--- src/rtl/alu_pkg.sv ---
`default_nettype none
// ============================================================================
// Module      : alu_pkg
// Description : Shared widths, ALU opcodes and sequencing state encoding
// Revision    : 1.0 - initial release
// ============================================================================
package alu_pkg;

  localparam int SIZE_DEF = 6;
  localparam int IMMW_DEF = 4;

  localparam logic [2:0] c_OP_ADD = 3'b000;
  localparam logic [2:0] c_OP_SUB = 3'b001;
  localparam logic [2:0] c_OP_AND = 3'b010;
  localparam logic [2:0] c_OP_OR  = 3'b011;
  localparam logic [2:0] c_OP_SLL = 3'b100;
  localparam logic [2:0] c_OP_SRL = 3'b101;
  localparam logic [2:0] c_OP_SRA = 3'b110;
  localparam logic [2:0] c_OP_RL  = 3'b111;

  typedef enum logic [1:0] {
    IDLE = 2'd0,
    EXEC = 2'd1,
    RESP = 2'd2
  } state_e;

endpackage
`default_nettype wire

--- src/rtl/alu_arbiter_if.sv ---
`default_nettype none
// ============================================================================
// Module      : alu_arbiter_if
// Description : Two requester request/response channels of the ALU arbiter
// Revision    : 1.0 - initial release
// ============================================================================
interface alu_arbiter_if
  import alu_pkg::*;
#(
  parameter int SIZE = SIZE_DEF,
  parameter int IMMW = IMMW_DEF
);

  logic            req0_valid, req0_ready;
  logic [SIZE-1:0] req0_a, req0_b;
  logic [2:0]      req0_op;
  logic [IMMW-1:0] req0_imm;
  logic            resp0_valid, resp0_ready;
  logic [SIZE-1:0] resp0_data;

  logic            req1_valid, req1_ready;
  logic [SIZE-1:0] req1_a, req1_b;
  logic [2:0]      req1_op;
  logic [IMMW-1:0] req1_imm;
  logic            resp1_valid, resp1_ready;
  logic [SIZE-1:0] resp1_data;

  // Arbiter side
  modport slave (
    input  req0_valid, req0_a, req0_b, req0_op, req0_imm, resp0_ready,
    input  req1_valid, req1_a, req1_b, req1_op, req1_imm, resp1_ready,
    output req0_ready, resp0_valid, resp0_data,
    output req1_ready, resp1_valid, resp1_data
  );

  // Requester side
  modport master (
    output req0_valid, req0_a, req0_b, req0_op, req0_imm, resp0_ready,
    output req1_valid, req1_a, req1_b, req1_op, req1_imm, resp1_ready,
    input  req0_ready, resp0_valid, resp0_data,
    input  req1_ready, resp1_valid, resp1_data
  );

endinterface
`default_nettype wire

--- src/rtl/alu_arbiter_rr_arb2.sv ---
`default_nettype none
// ============================================================================
// Module      : rr_arb2
// Description : Two-way round-robin picker (combinational)
// Revision    : 1.0 - initial release
// ============================================================================
module rr_arb2 (
  input  logic [1:0] valid,
  input  logic       pref,
  input  logic       update,
  output logic [1:0] gnt_onehot,
  output logic       pref_next
);

  // Single requester wins outright; on contention the preferred one wins.
  // On update the preference moves to the requester that did not win.
  always_comb begin
    gnt_onehot = valid;
    pref_next  = pref;
    if (valid == 2'b11) begin
      gnt_onehot = pref ? 2'b10 : 2'b01;
    end
    if (update) begin
      pref_next = gnt_onehot[0];
    end
  end

endmodule
`default_nettype wire

--- src/rtl/alu_arbiter.sv ---
`default_nettype none
// ============================================================================
// Module      : alu_arbiter
// Description : Round-robin sharing of one external combinational ALU
//               between two valid/ready requesters
// Revision    : 1.0 - initial release
// ============================================================================
module alu_arbiter
  import alu_pkg::*;
#(
  parameter int SIZE = SIZE_DEF,
  parameter int IMMW = IMMW_DEF
) (
  input  logic            clk,
  input  logic            rst,
  alu_arbiter_if.slave    bus,
  output logic [SIZE-1:0] alu_a,
  output logic [SIZE-1:0] alu_b,
  output logic [2:0]      alu_op,
  output logic [IMMW-1:0] alu_imm,
  input  logic [SIZE-1:0] alu_out
);

  state_e          r_state, w_state_next;
  logic            r_pref, w_pref_next;
  logic            r_gnt;
  logic [SIZE-1:0] r_result;
  logic [1:0]      w_valid, w_gnt_onehot;
  logic            w_accept, w_in_resp, w_resp_done;

  // Requests are only visible to the picker while idle, so both readys are
  // low in EXEC and RESP without extra gating.
  assign w_valid = (r_state == IDLE) ? {bus.req1_valid, bus.req0_valid} : 2'b00;

  // The preference flips at grant time rather than at response completion;
  // it is only consulted in IDLE and reset clears it, so the two are
  // indistinguishable from outside.
  rr_arb2 u_rr_arb2 (
    .valid      (w_valid),
    .pref       (r_pref),
    .update     (w_accept),
    .gnt_onehot (w_gnt_onehot),
    .pref_next  (w_pref_next)
  );

  assign bus.req0_ready = w_gnt_onehot[0];
  assign bus.req1_ready = w_gnt_onehot[1];
  assign w_accept       = |w_gnt_onehot;

  assign w_in_resp       = (r_state == RESP);
  assign bus.resp0_valid = w_in_resp && !r_gnt;
  assign bus.resp1_valid = w_in_resp &&  r_gnt;
  assign bus.resp0_data  = bus.resp0_valid ? r_result : '0;
  assign bus.resp1_data  = bus.resp1_valid ? r_result : '0;
  assign w_resp_done     = w_in_resp && (r_gnt ? bus.resp1_ready : bus.resp0_ready);

  // State register
  always_ff @(posedge clk or posedge rst) begin
    if (rst) r_state <= IDLE;
    else     r_state <= w_state_next;
  end

  // Next-state: accept -> one EXEC cycle -> hold in RESP until taken
  always_comb begin
    w_state_next = r_state;
    unique case (r_state)
      IDLE:    if (w_accept)    w_state_next = EXEC;
      EXEC:                     w_state_next = RESP;
      RESP:    if (w_resp_done) w_state_next = IDLE;
      default:                  w_state_next = IDLE;
    endcase
  end

  // Operand capture on accept, result capture at the end of EXEC
  always_ff @(posedge clk or posedge rst) begin
    if (rst) begin
      r_pref   <= 1'b0;
      r_gnt    <= 1'b0;
      r_result <= '0;
      alu_a    <= '0;
      alu_b    <= '0;
      alu_op   <= 3'b000;
      alu_imm  <= '0;
    end else begin
      r_pref <= w_pref_next;
      if (w_accept) begin
        r_gnt   <= w_gnt_onehot[1];
        alu_a   <= w_gnt_onehot[1] ? bus.req1_a   : bus.req0_a;
        alu_b   <= w_gnt_onehot[1] ? bus.req1_b   : bus.req0_b;
        alu_op  <= w_gnt_onehot[1] ? bus.req1_op  : bus.req0_op;
        alu_imm <= w_gnt_onehot[1] ? bus.req1_imm : bus.req0_imm;
      end
      if (r_state == EXEC) begin
        r_result <= alu_out;
      end
    end
  end

endmodule
`default_nettype wire

--- src/flat_wrapper.sv ---
// flat-port wrapper written by rule: the top's interface ports become plain ports
module alu_arbiter_flat import alu_pkg::*;
#(
  parameter int SIZE = SIZE_DEF,
  parameter int IMMW = IMMW_DEF
)
  (clk, rst, alu_a, alu_b, alu_op, alu_imm, alu_out, bus_req0_valid, bus_req0_a, bus_req0_b, bus_req0_op, bus_req0_imm, bus_resp0_ready, bus_req1_valid, bus_req1_a, bus_req1_b, bus_req1_op, bus_req1_imm, bus_resp1_ready, bus_req0_ready, bus_resp0_valid, bus_resp0_data, bus_req1_ready, bus_resp1_valid, bus_resp1_data);
  alu_arbiter_if #(.SIZE(SIZE), .IMMW(IMMW)) bus_i ();
  input  logic clk;
  input  logic rst;
  output logic [SIZE-1:0] alu_a;
  output logic [SIZE-1:0] alu_b;
  output logic [2:0] alu_op;
  output logic [IMMW-1:0] alu_imm;
  input  logic [SIZE-1:0] alu_out;
  input wire logic [$bits(bus_i.req0_valid)-1:0] bus_req0_valid;
  input wire logic [$bits(bus_i.req0_a)-1:0] bus_req0_a;
  input wire logic [$bits(bus_i.req0_b)-1:0] bus_req0_b;
  input wire logic [$bits(bus_i.req0_op)-1:0] bus_req0_op;
  input wire logic [$bits(bus_i.req0_imm)-1:0] bus_req0_imm;
  input wire logic [$bits(bus_i.resp0_ready)-1:0] bus_resp0_ready;
  input wire logic [$bits(bus_i.req1_valid)-1:0] bus_req1_valid;
  input wire logic [$bits(bus_i.req1_a)-1:0] bus_req1_a;
  input wire logic [$bits(bus_i.req1_b)-1:0] bus_req1_b;
  input wire logic [$bits(bus_i.req1_op)-1:0] bus_req1_op;
  input wire logic [$bits(bus_i.req1_imm)-1:0] bus_req1_imm;
  input wire logic [$bits(bus_i.resp1_ready)-1:0] bus_resp1_ready;
  output wire logic [$bits(bus_i.req0_ready)-1:0] bus_req0_ready;
  output wire logic [$bits(bus_i.resp0_valid)-1:0] bus_resp0_valid;
  output wire logic [$bits(bus_i.resp0_data)-1:0] bus_resp0_data;
  output wire logic [$bits(bus_i.req1_ready)-1:0] bus_req1_ready;
  output wire logic [$bits(bus_i.resp1_valid)-1:0] bus_resp1_valid;
  output wire logic [$bits(bus_i.resp1_data)-1:0] bus_resp1_data;
  assign bus_i.req0_valid = bus_req0_valid;
  assign bus_i.req0_a = bus_req0_a;
  assign bus_i.req0_b = bus_req0_b;
  assign bus_i.req0_op = bus_req0_op;
  assign bus_i.req0_imm = bus_req0_imm;
  assign bus_i.resp0_ready = bus_resp0_ready;
  assign bus_i.req1_valid = bus_req1_valid;
  assign bus_i.req1_a = bus_req1_a;
  assign bus_i.req1_b = bus_req1_b;
  assign bus_i.req1_op = bus_req1_op;
  assign bus_i.req1_imm = bus_req1_imm;
  assign bus_i.resp1_ready = bus_resp1_ready;
  assign bus_req0_ready = bus_i.req0_ready;
  assign bus_resp0_valid = bus_i.resp0_valid;
  assign bus_resp0_data = bus_i.resp0_data;
  assign bus_req1_ready = bus_i.req1_ready;
  assign bus_resp1_valid = bus_i.resp1_valid;
  assign bus_resp1_data = bus_i.resp1_data;
  alu_arbiter #(.SIZE(SIZE), .IMMW(IMMW)) u_core (.clk(clk), .rst(rst), .bus(bus_i), .alu_a(alu_a), .alu_b(alu_b), .alu_op(alu_op), .alu_imm(alu_imm), .alu_out(alu_out));
endmodule
--- config.mk ---
export PLATFORM = sky130hd
export DESIGN_NAME = alu_arbiter_flat
export DESIGN_NICKNAME = d
export VERILOG_FILES = /design/src/rtl/alu_pkg.sv /design/src/rtl/alu_arbiter_if.sv /design/src/rtl/alu_arbiter_rr_arb2.sv /design/src/rtl/alu_arbiter.sv /design/src/flat_wrapper.sv
export SDC_FILE = /design/constraint.sdc
export NUM_CORES = 1
export LEC_CHECK = 0
export ABC_AREA = 1
export BUFFER_PORTS_ARGS = -buffer_cell sky130_fd_sc_hd__buf_2
export CAP_MARGIN = 0
export CORE_MARGIN = 10
export CORE_UTILIZATION = 50
export CTS_BUF_LIST = sky130_fd_sc_hd__clkbuf_4
export DETAILED_ROUTE_END_ITERATION = 7
export PLACE_DENSITY_LB_ADDON = 0.08
export REMOVE_ABC_BUFFERS = 1
export SLEW_MARGIN = 10
export SYNTH_ARGS = -nofsm -noshare
export SYNTH_HDL_FRONTEND = slang
export SYNTH_SLANG_ARGS = --single-unit
--- constraint.sdc ---
create_clock -name clk -period 2.2 [get_ports clk]
set_input_delay 0.11 -clock clk [delete_from_list [all_inputs] [get_ports clk]]
set_output_delay 0.11 -clock clk [all_outputs]
set_load 0.02 [all_outputs]
==> results of run 1 <==
worst paths after layout:
| check | cells past startpoint | end | slack [ns] | startpoint |
|---|---|---|---|---|
| setup / recovery | 5 | bus_req1_ready | 0.32 | u_core.r_state[1] |
| hold / removal | 3 | u_core.r_result[5] | 0.04 | alu_out[5] |
| setup reg to reg | 5 | u_core.alu_imm[3] | 0.47 | u_core.r_state[1] |
| hold reg to reg | 2 | u_core.alu_a[4] | 0.49 | u_core.alu_a[4] |
| max in group asynchronous | 4 | u_core.alu_op[0] | 1.53 | rst |
| min in group asynchronous | 4 | u_core.alu_a[5] | 0.40 | rst |
sequential cells by signal, indices dropped and copies added (netlist names):
| register | flops |
|---|---|
| u_core.alu_imm | 4 |
| u_core.r_gnt | 1 |
| u_core.r_state | 2 |
| u_core.alu_a | 6 |
| u_core.alu_b | 6 |
| u_core.r_pref | 1 |
| u_core.r_result | 6 |
| u_core.alu_op | 3 |
layer usage:
layer / vias up / GRT usage, %
met1: 738 / 17.10
met2: 67 / 25.21
met3: 4 / 7.226
met5: - / 0
li1: 857 / -
met4: 0 / 3.346
layout make-up:
| class | count | area share [%] |
|---|---|---|
| clock inverters | 1 | 0.1788 |
| flip-flops and latches | 29 | 34.57 |
| clock buffers | 6 | 2.145 |
| multi-input cells | 136 | 29.44 |
| repair buffers | 89 | 21.93 |
| well taps | 44 | 2.622 |
| inverters | 51 | 9.118 |
cell usage after synthesis:
master / n
nand2_1: 63
inv_1: 50
dfrtp_1: 29
nor2_1: 22
nand3_1: 21
nand4_1: 19
buf_2: 8
a21oi_1: 6
buf_4: 3
a21oi_2: 1
buf_6: 1
clkbuf_1: 1
inv_2: 1
nor2_4: 1
o21ai_2: 1
o21bai_1: 1
or2_4: 1
layout by cell type (no fill, tap or decap), drive strengths merged:
cell and count:
clkbuf 6, o21bai 1, dfrtp 29, dlygate4sd3 1, clkinv 1, nand2 63
buf 88, nand4 19, a21oi 7, o21ai 1, nand3 21, inv 51
nor2 23, or2 1
through the flow:
step	utilization [%]	instance area (sq um)
after floorplan	-	1535
after global placement	66.30	2041
after detailed placement	66.30	2041
after CTS	68.21	2100
after global routing	68.21	2100
final	68.21	2100
kinds of logic after synthesis:
| group | count (synthesis) |
|---|---|
| AND/OR/NAND/NOR | 127 |
| buffers and inverters | 64 |
| flip-flops | 29 |
| AO/OA/AOI/OAI | 9 |
worst max-delay path: cells and delay by family (launching register included):
family / cells / cell delay (ns)
buffers and inverters: 3 / 0.50
AND/OR/NAND/NOR: 2 / 0.50
flip-flops: 1 / 0.44
power by group:
part / internal [mW] / switching, mW / total, mW
logic: 0.494 / 1.04 / 1.54
clock network: 0.128 / 0.169 / 0.297
registers: 0.801 / 0.141 / 0.941
total: 1.42 / 1.35 / 2.77
==> summary.md, run 1 <==
| Metric | Value |
|---|---|
| CTS Hold Buffers Added | 1 |
| LEAKAGE | 1.374 nW |
| Reg clk slew, reported paths | 0.08 ns |
| Compound-Gate Fraction of Synth Area | 3.413% |
| Final nets | 362 |
| Sequential share of the synthesized area | 45.00% |
| Critical path, cell by cell | nor2_4 > nand3_1 > buf_4 > inv_1 > buf_2 |
| Mean post-synth cell area | 7.043 sq um |
| Area Growth Syn to Fin | 30.18% |
| Largest net degree at the start of global routing | 30 |
| Pre-CTS WS | 0.3934 ns |
| Post-Synth XOR/XNOR Area | 0% |
| Starting Density | 52.40% |
| Synth cell types | 17 |
| Clock sinks | 29 |
| Kind of critical path | reg -> out |
| Max stage delay on crit path | 0.44 ns |
| Worst EP required | 2.09 ns |
| Hpwl dp | 3.350 mm |
| WL final | 4.453 mm |
| First-pass GRT wire length | 7.500 mm |
| Worst path arrival time | 1.77 ns |
| Non-filler instance count after layout | 356 |
| Reg area | 725.7 sq um |
| Htree depth | 2 |
| DRC viols | 0 |
| # diodes | 0 |
| Yosys Warn Count | 0 |
| Final hold violation count | 0 |
| Full die area | 0.005897 sq mm |
| RSZ-0062 raised after global routing | no |
| Max layer used | met4 |
| Via count | 1,666 |
| Core region area | 0.003078 sq mm |
| Min-delay worst type | in -> reg |
| Status | complete, no violations |
| Layout Skew | 0.009614 ns |
| Peak VDD IR | 645.3 uV |
| GR Util All Layers | 15.14% |
| Port Buffers | 84 |
| Routed WL per cell | 12.51 microns |
| Endpoint class of the critical path | output pin |
| Num CTS Buffers | 5 |
| TNS Setup | 0 ns |
| Final Power | 2.773 mW |
| Post-DR vias/cell | 4.680 |
| Setup-failing EPs final | 0 |
| Fmax achieved | 0.5321 GHz |
| Initial antenna violation count | 0 |
| Placed cell count | 348 |
| Slew Viols, Final | 0 |
| Clock root buffer | clkbuf_4 |
| RePlAce Congestion | 0.7356 |
| Die width | 76.80 microns |
| Period utilization | 85.43% |
| Row count | 20 |
| Starting DRT DRC Count | 94 |
| Synth Area in Simple Gates | 34.91% |
| Setup ws final | 0.3205 ns |
| Multi-input gate area | 618.1 sq um |
| Worst hold slack | 0.04029 ns |
| Worst path slowest cell | dfrtp_1 |
| Adder-Cell Fraction of Synth Area | 0% |
| Min Tclk post-route | 1.879 ns |
| DR pass1 iterations | 4 |
| Chip height | 76.80 microns |
| Fillers | 314 |
| Share of cells above drive strength 1 | 31.73% |
| Largest family of logic cells by synthesized area | simple AND/OR/NAND/NOR gates |
| Total gr overflow | 0 |
| CTS tree | yes |
| IO Pins | 85 |
| Met2 wire len | 2.161 mm |
| Slew headroom | 43.98% |
| Post-synthesis mux area share | 0% |
| Post-synthesis instance total | 229 |
| MaxCap Viol Count | 0 |
| Mapped cell area | 0.001613 sq mm |
| WL met1 | 1.872 mm |
| Vias in the first global route | 1,652 |
| P per Cell Area | 1321 mW/mm^2 |
| Setup bufs post-CTS | 0 |
| Met3 Wirelength | 383 microns |
| Setup crit start kind | flip-flop |
| Max Root-Sink Buffers | 2 |
| Post-synth top area share | 45.00% |
| Worst-Skew Late Latency | 0.31 ns |
| Area contributors post-synth | dfrtp_1, nand2_1, inv_1 |
| Worst Tran Pin Value | 0.8402 ns |
| Post-route ant nets | 0 |
| Synth Register Bits | 29 |
| Area leader, netlist | dfrtp_1 |
| Critical path peak fanout | 18 |
| Post-CTS sizing | 0 |
Note: power is estimated with default switching activity, not from simulation.
==> run 2, diff against run 1 <==
CELL_PAD_IN_SITES_DETAIL_PLACEMENT = 0   (was unset)
CELL_PAD_IN_SITES_GLOBAL_PLACEMENT = 1   (was unset)
CORE_UTILIZATION = 33   (was 50)
==> summary.md, run 2 (synthesis results as in run 1) <==
| Metric | Value |
|---|---|
| Max Root-Sink Buffers | 2 (unchanged) |
| Worst Tran Pin Value | 0.5440 ns (-0.2962 ns) |
| Slew Viols, Final | 0 (unchanged) |
| Post-DR vias/cell | 4.354 (-7.0%) |
| Pre-CTS WS | 0.7301 ns (+0.3366 ns) |
| Setup-failing EPs final | 0 (unchanged) |
| Setup crit start kind | flip-flop |
| Die width | 89.91 microns (+17%) |
| Total gr overflow | 0 (unchanged) |
| Hpwl dp | 3.729 mm (+11%) |
| RSZ-0062 raised after global routing | no |
| Routed WL per cell | 12.83 microns (+2.6%) |
| Setup bufs post-CTS | 0 (unchanged) |
| Via count | 1,659 (-0.42%) |
| Clock root buffer | clkbuf_4 |
| Worst-Skew Late Latency | 0.33 ns (+0.02 ns) |
| Critical path peak fanout | 12 (-6) |
| Share of cells above drive strength 1 | 31.85% (+0.12 points) |
| First-pass GRT wire length | 8.376 mm (+12%) |
| Area Growth Syn to Fin | 32.51% |
| # diodes | 0 (unchanged) |
| Reg clk slew, reported paths | 0.10 ns (+0.02 ns) |
| TNS Setup | 0 ns (unchanged) |
| RePlAce Congestion | 0.7556 (+2.7%) |
| Largest net degree at the start of global routing | 23 (-23%) |
| Most common cell after layout, fill and taps aside | buf_2 |
| Setup ws final | 0.4920 ns (+0.1715 ns) |
| Worst EP required | 2.09 ns (about the same) |
| Fmax achieved | 0.5855 GHz (+10%) |
| Post-CTS sizing | 0 (unchanged) |
| Port Buffers | 84 (unchanged) |
| Clock sinks | 29 (unchanged) |
| Row count | 25 (+25%) |
| CTS Hold Buffers Added | 1 (unchanged) |
| Initial antenna violation count | 0 (unchanged) |
| Starting DRT DRC Count | 55 (-41%) |
| CTS tree | yes |
| CP Buf/Inv Count | 2 (-1) |
| Peak VDD IR | 426.7 uV (-34%) |
| Final hold violation count | 0 (unchanged) |
| Post-route ant nets | 0 (unchanged) |
| Regs by FF count | u_core.alu_a (6), u_core.alu_b (6), u_core.r_result (6) |
| Final Power | 2.789 mW (+0.55%) |
| Full die area | 0.008084 sq mm (+37%) |
| Core Util, Final | 45.25% (-23 points) |
| Top delay family on crit path | simple AND/OR/NAND/NOR gates |
| Starting Density | 34.15% (-18 points) |
| Core region area | 0.004723 sq mm (+53%) |
| MaxCap Viol Count | 0 (unchanged) |
| DRC viols | 0 (unchanged) |
| Vias in the first global route | 1,799 (+8.9%) |
| Worst path arrival time | 1.60 ns (-0.17 ns) |
| Commonest non-fill, non-tap cells in the layout | buf_2, nand2_1, inv_1 |
| WL final | 4.888 mm (+9.8%) |
| LEAKAGE | 1.379 nW (+0.40%) |
| DR pass1 iterations | 6 (+2) |
| Htree depth | 2 (unchanged) |
| Endpoint class of the critical path | output pin |
| Final nets | 363 (+0.28%) |
| Max stage delay on crit path | 0.44 ns (about the same) |
| Kind of critical path | reg -> out |
| Status | complete, no violations |
| Num CTS Buffers | 5 (unchanged) |
| Worst path slowest cell | dfrtp_1 |
| Min Tclk post-route | 1.708 ns (-0.1715 ns) |
| IO Pins | 85 (unchanged) |
| Layout Skew | 0.007862 ns (-0.001752 ns) |
| Worst hold slack | 0.02378 ns (-0.01651 ns) |
| Min-delay worst type | in -> reg |
| GR Util All Layers | 12.26% (-2.9 points) |
| Period utilization | 77.63% (-7.8 points) |
| Slew headroom | 63.69% (+20 points) |
| P per Cell Area | 1305 mW/mm^2 (-1.2%) |
| Critical path, cell by cell | nor2_4 > nand3_1 > inv_1 > buf_2 |
| Chip height | 89.91 microns (+17%) |
-- run 2: changes by cell type in the layout (fill, tap and decap cells not counted) --
cell / previous run / this run
clkbuf_4: 6 / 5
buf_4: 4 / 5
clkinv_2: 0 / 1
clkinv_1: 1 / 2
-- run 2: per-layer routing --
layer	track usage [%]	vias up	share of wire, %
li1	-	861	-
met1	14.20	737	44
met2	19.31	57	45
met3	6.318	4	9.9
met4	3.581	0	1.1
met5	0	-	0
-- run 2: cell type report --
cell class | count | area (sq um)
Fill cell | 544 | 2586
Sequential cell | 29 | 725.7
Multi-Input combinational cell | 136 | 618.1
Timing Repair Buffer | 90 | 467.9
Inverter | 51 | 191.4
Tap cell | 67 | 83.83
Clock buffer | 5 | 37.54
Clock inverter | 3 | 12.51
-- run 2: where the power goes --
| group | switching, mW | internal [mW] |
|---|---|---|
| combinational | 1.05 | 0.504 |
| clock | 0.190 | 0.115 |
| sequential | 0.133 | 0.800 |
| total | 1.37 | 1.42 |
-- run 2: metrics by stage --
stage / instance area (sq um) / instances
2_1_floorplan: 1535 / 216
3_3_place_gp: 2077 / 372
3_5_place_dp: 2077 / 372
4_1_cts: 2137 / 381
5_1_grt: 2137 / 381
6_report: 2137 / 381
-- run 2: path summary, 6_finish.rpt --
check / to / startpoint / cells past startpoint / slack (ns)
setup / recovery: bus_req1_ready / u_core.r_state[1] / 4 / 0.49
hold / removal: u_core.r_result[3] / alu_out[3] / 3 / 0.02
setup reg to reg: u_core.alu_a[2] / u_core.r_state[1] / 6 / 0.74
hold reg to reg: u_core.alu_b[2] / u_core.alu_b[2] / 2 / 0.48
max in group asynchronous: u_core.r_state[1] / rst / 4 / 1.21
min in group asynchronous: u_core.alu_op[0] / rst / 3 / 0.36
-- run 2: worst register-to-register path, cell delays in order (launching register included) --
cell	delay, ns
dfrtp_1	0.44
nor2_4	0.13
nand3_1	0.33
buf_4	0.32
nand2_1	0.07
nand3_1	0.06
nand2_1	0.06
==> run 3, diff against run 2 <==
CORE_UTILIZATION = 28   (was 33)
clock period = 1.41 ns   (was 2.2 ns; I/O delays follow)
==> summary.md, run 3 (synthesis results as in run 1) <==
| Metric | Value |
|---|---|
| Final Power | 5.733 mW (+110%) |
| Min Tclk post-route | 1.442 ns |
| Total gr overflow | 0 (unchanged) |
| Kind of critical path | reg -> out |
| Worst path arrival time | 1.37 ns (-0.23 ns) |
| Largest net degree at the start of global routing | 30 (+30%) |
| Starting DRT DRC Count | 59 (+7.3%) |
| Clock sinks | 29 (unchanged) |
| IO Pins | 85 (unchanged) |
| Initial antenna violation count | 0 (unchanged) |
| Full die area | 0.009196 sq mm (+14%) |
| Min-delay worst type | in -> reg |
| Status | finished with violations |
| Regs by FF count | u_core.alu_a (6), u_core.alu_b (6), u_core.r_result (6) |
| CTS tree | yes |
| Commonest non-fill, non-tap cells in the layout | buf_2, nand2_1, inv_1 |
| Design area | 0.002626 sq mm (+23%) |
| Setup crit start kind | flip-flop |
| Pre-CTS WS | 0.09839 ns (-0.6317 ns) |
| P per Cell Area | 2183 mW/mm^2 (+67%) |
| Reg clk slew, reported paths | 0.10 ns (about the same) |
| Dpl cell area | 0.002111 sq mm (+1.6%) |
| Non-filler instance count after layout | 410 (+7.6%) |
| Max Root-Sink Buffers | 2 (unchanged) |
| Setup ws final | -0.03162 ns (-0.5237 ns) |
| Row count | 27 (+8.0%) |
| RSZ-0062 raised after global routing | yes |
| Via count | 1,796 (+8.3%) |
| Die width | 95.90 microns (+6.7%) |
| Routed WL per cell | 13.99 microns (+9.0%) |
| Share of cells above drive strength 1 | 40.53% (+8.7 points) |
| Worst-Skew Late Latency | 0.33 ns (about the same) |
| DR pass1 iterations | 4 (-2) |
| Most common cell after layout, fill and taps aside | buf_2 |
| Layout Skew | 0.005174 ns (-0.002688 ns) |
| Port Buffers | 84 (unchanged) |
| DRC viols | 0 (unchanged) |
| Post-route ant nets | 0 (unchanged) |
| Endpoint class of the critical path | output pin |
| Critical path peak fanout | 7 (-5) |
| Starting Density | 29.11% (-5.0 points) |
| Core region area | 0.005540 sq mm (+17%) |
| RePlAce Congestion | 0.7642 (+1.1%) |
| Worst Tran Pin Value | 0.4391 ns (-0.1050 ns) |
| GR Util All Layers | 12.13% (-0.14 points) |
| LEAKAGE | 1.556 nW (+13%) |
| Htree depth | 2 (unchanged) |
| First-pass GRT wire length | 8.742 mm (+4.4%) |
| # diodes | 0 (unchanged) |
| Area Growth Syn to Fin | 62.84% |
| Chip height | 95.90 microns (+6.7%) |
| Fmax achieved | 0.6937 GHz |
| Failing checks | negative setup slack |
| Post-DR vias/cell | 4.380 (+0.60%) |
| R2R setup slack | 0.07 ns (-0.67 ns) |
| Final hold violation count | 0 (unchanged) |
| Period utilization | 102.2% |
| Clock root buffer | clkbuf_4 |
| MaxCap Viol Count | 0 (unchanged) |
| WL final | 5.735 mm (+17%) |
| Slew headroom | 70.62% (+6.9 points) |
| Hpwl dp | 3.946 mm (+5.8%) |
| Num CTS Buffers | 5 (unchanged) |
| Vias in the first global route | 1,843 (+2.4%) |
| Peak VDD IR | 816.3 uV (+91%) |
| Placed cell count | 379 (+1.9%) |
| Final nets | 387 (+6.6%) |
| Worst EP required | 1.34 ns (-0.75 ns) |
| Setup-failing EPs final | 6 (+6) |
| Slew Viols, Final | 0 (unchanged) |
==> run 3: changes by cell type in the layout (fill, tap and decap cells not counted), moves of 3 or more <==
cell / before / now
inv_1: 50 / 47
dlygate4sd3_1: 1 / 7
buf_2: 84 / 69
buf_12: 0 / 3
nor2_2: 0 / 5
nor2_1: 22 / 13
nor2_4: 1 / 5
buf_4: 5 / 19
inv_4: 0 / 4
buf_6: 0 / 13
==> run 3: report_power, final <==
part	internal (mW)	leakage [nW]	switching, mW	total, mW
clock	0.549	0.0552	0.300	0.849
combinational	1.40	1.16	2.00	3.39
sequential	1.25	0.345	0.239	1.49
total	3.20	1.56	2.54	5.73
==> run 3: final timing paths <==
kind,startpoint,end,cells after the start
worst max-delay path,u_core.r_state[0],bus_resp0_data[3],6
worst min-delay path,bus_resp0_ready,u_core.r_state[1],4
worst max register to register,u_core.r_state[0],u_core.alu_op[1],7
worst min register to register,u_core.alu_b[3],u_core.alu_b[3],2
max in group asynchronous,rst,u_core.r_state[1],4
min in group asynchronous,rst,u_core.r_result[1],4
==> run 3: area by class of cell <==
| cell class | count | area [sq um] |
|---|---|---|
| sequential | 29 | 726.9 |
| multi-input combinational | 136 | 703.2 |
| timing repair buffer | 112 | 789.5 |
| timing repair inverter | 2 | 12.51 |
| fill | 583 | 2914 |
| clock buffer | 5 | 37.54 |
| inverter | 51 | 201.4 |
| tap | 72 | 90.09 |
| clock inverter | 3 | 65.06 |
==> run 3: through the flow <==
| stage | TNS [ns] | hold WS (ns) | utilization [%] |
|---|---|---|---|
| 2_1_floorplan | -3.356 | 0.1486 | - |
| 3_3_place_gp | 0 | 0.1665 | 38.10 |
| 3_5_place_dp | 0 | 0.1700 | 38.10 |
| 4_1_cts | -0.6127 | 0.01390 | 43.41 |
| 5_1_grt | -1.303 | 0.03305 | 47.40 |
| 6_report | -0.06608 | 0.02652 | 47.40 |
==> run 3: layer usage <==
layer  track usage [%]  wire length [microns]  up-vias
met1             13.84                   2325      804
met3             4.747                    538       13
met4             4.423                     99        0
met2             20.15                   2771       65
li1                  -                      -      914
met5                 0                      0        -
==> run 3: what timing repair did <==
| item | in CTS | in global routing |
|---|---|---|
| hold buffers | 7 | 0 |
| cloned | 0 | 4 |
| endpoints found under the setup margin | 15 | 36 |
| pin swaps | 4 | 2 |
| gates resized for setup | 25 | 39 |
| buffers inserted | 7 | 5 |
| hold endpoints to repair | 35 | 0 |
==> run 3: critical path, cell delays in order (launching register included) <==
cell	delay [ns]
dfrtp_1	0.42
inv_2	0.10
nand2_2	0.07
nor2_4	0.12
inv_4	0.08
nor2_1	0.10
buf_4	0.15
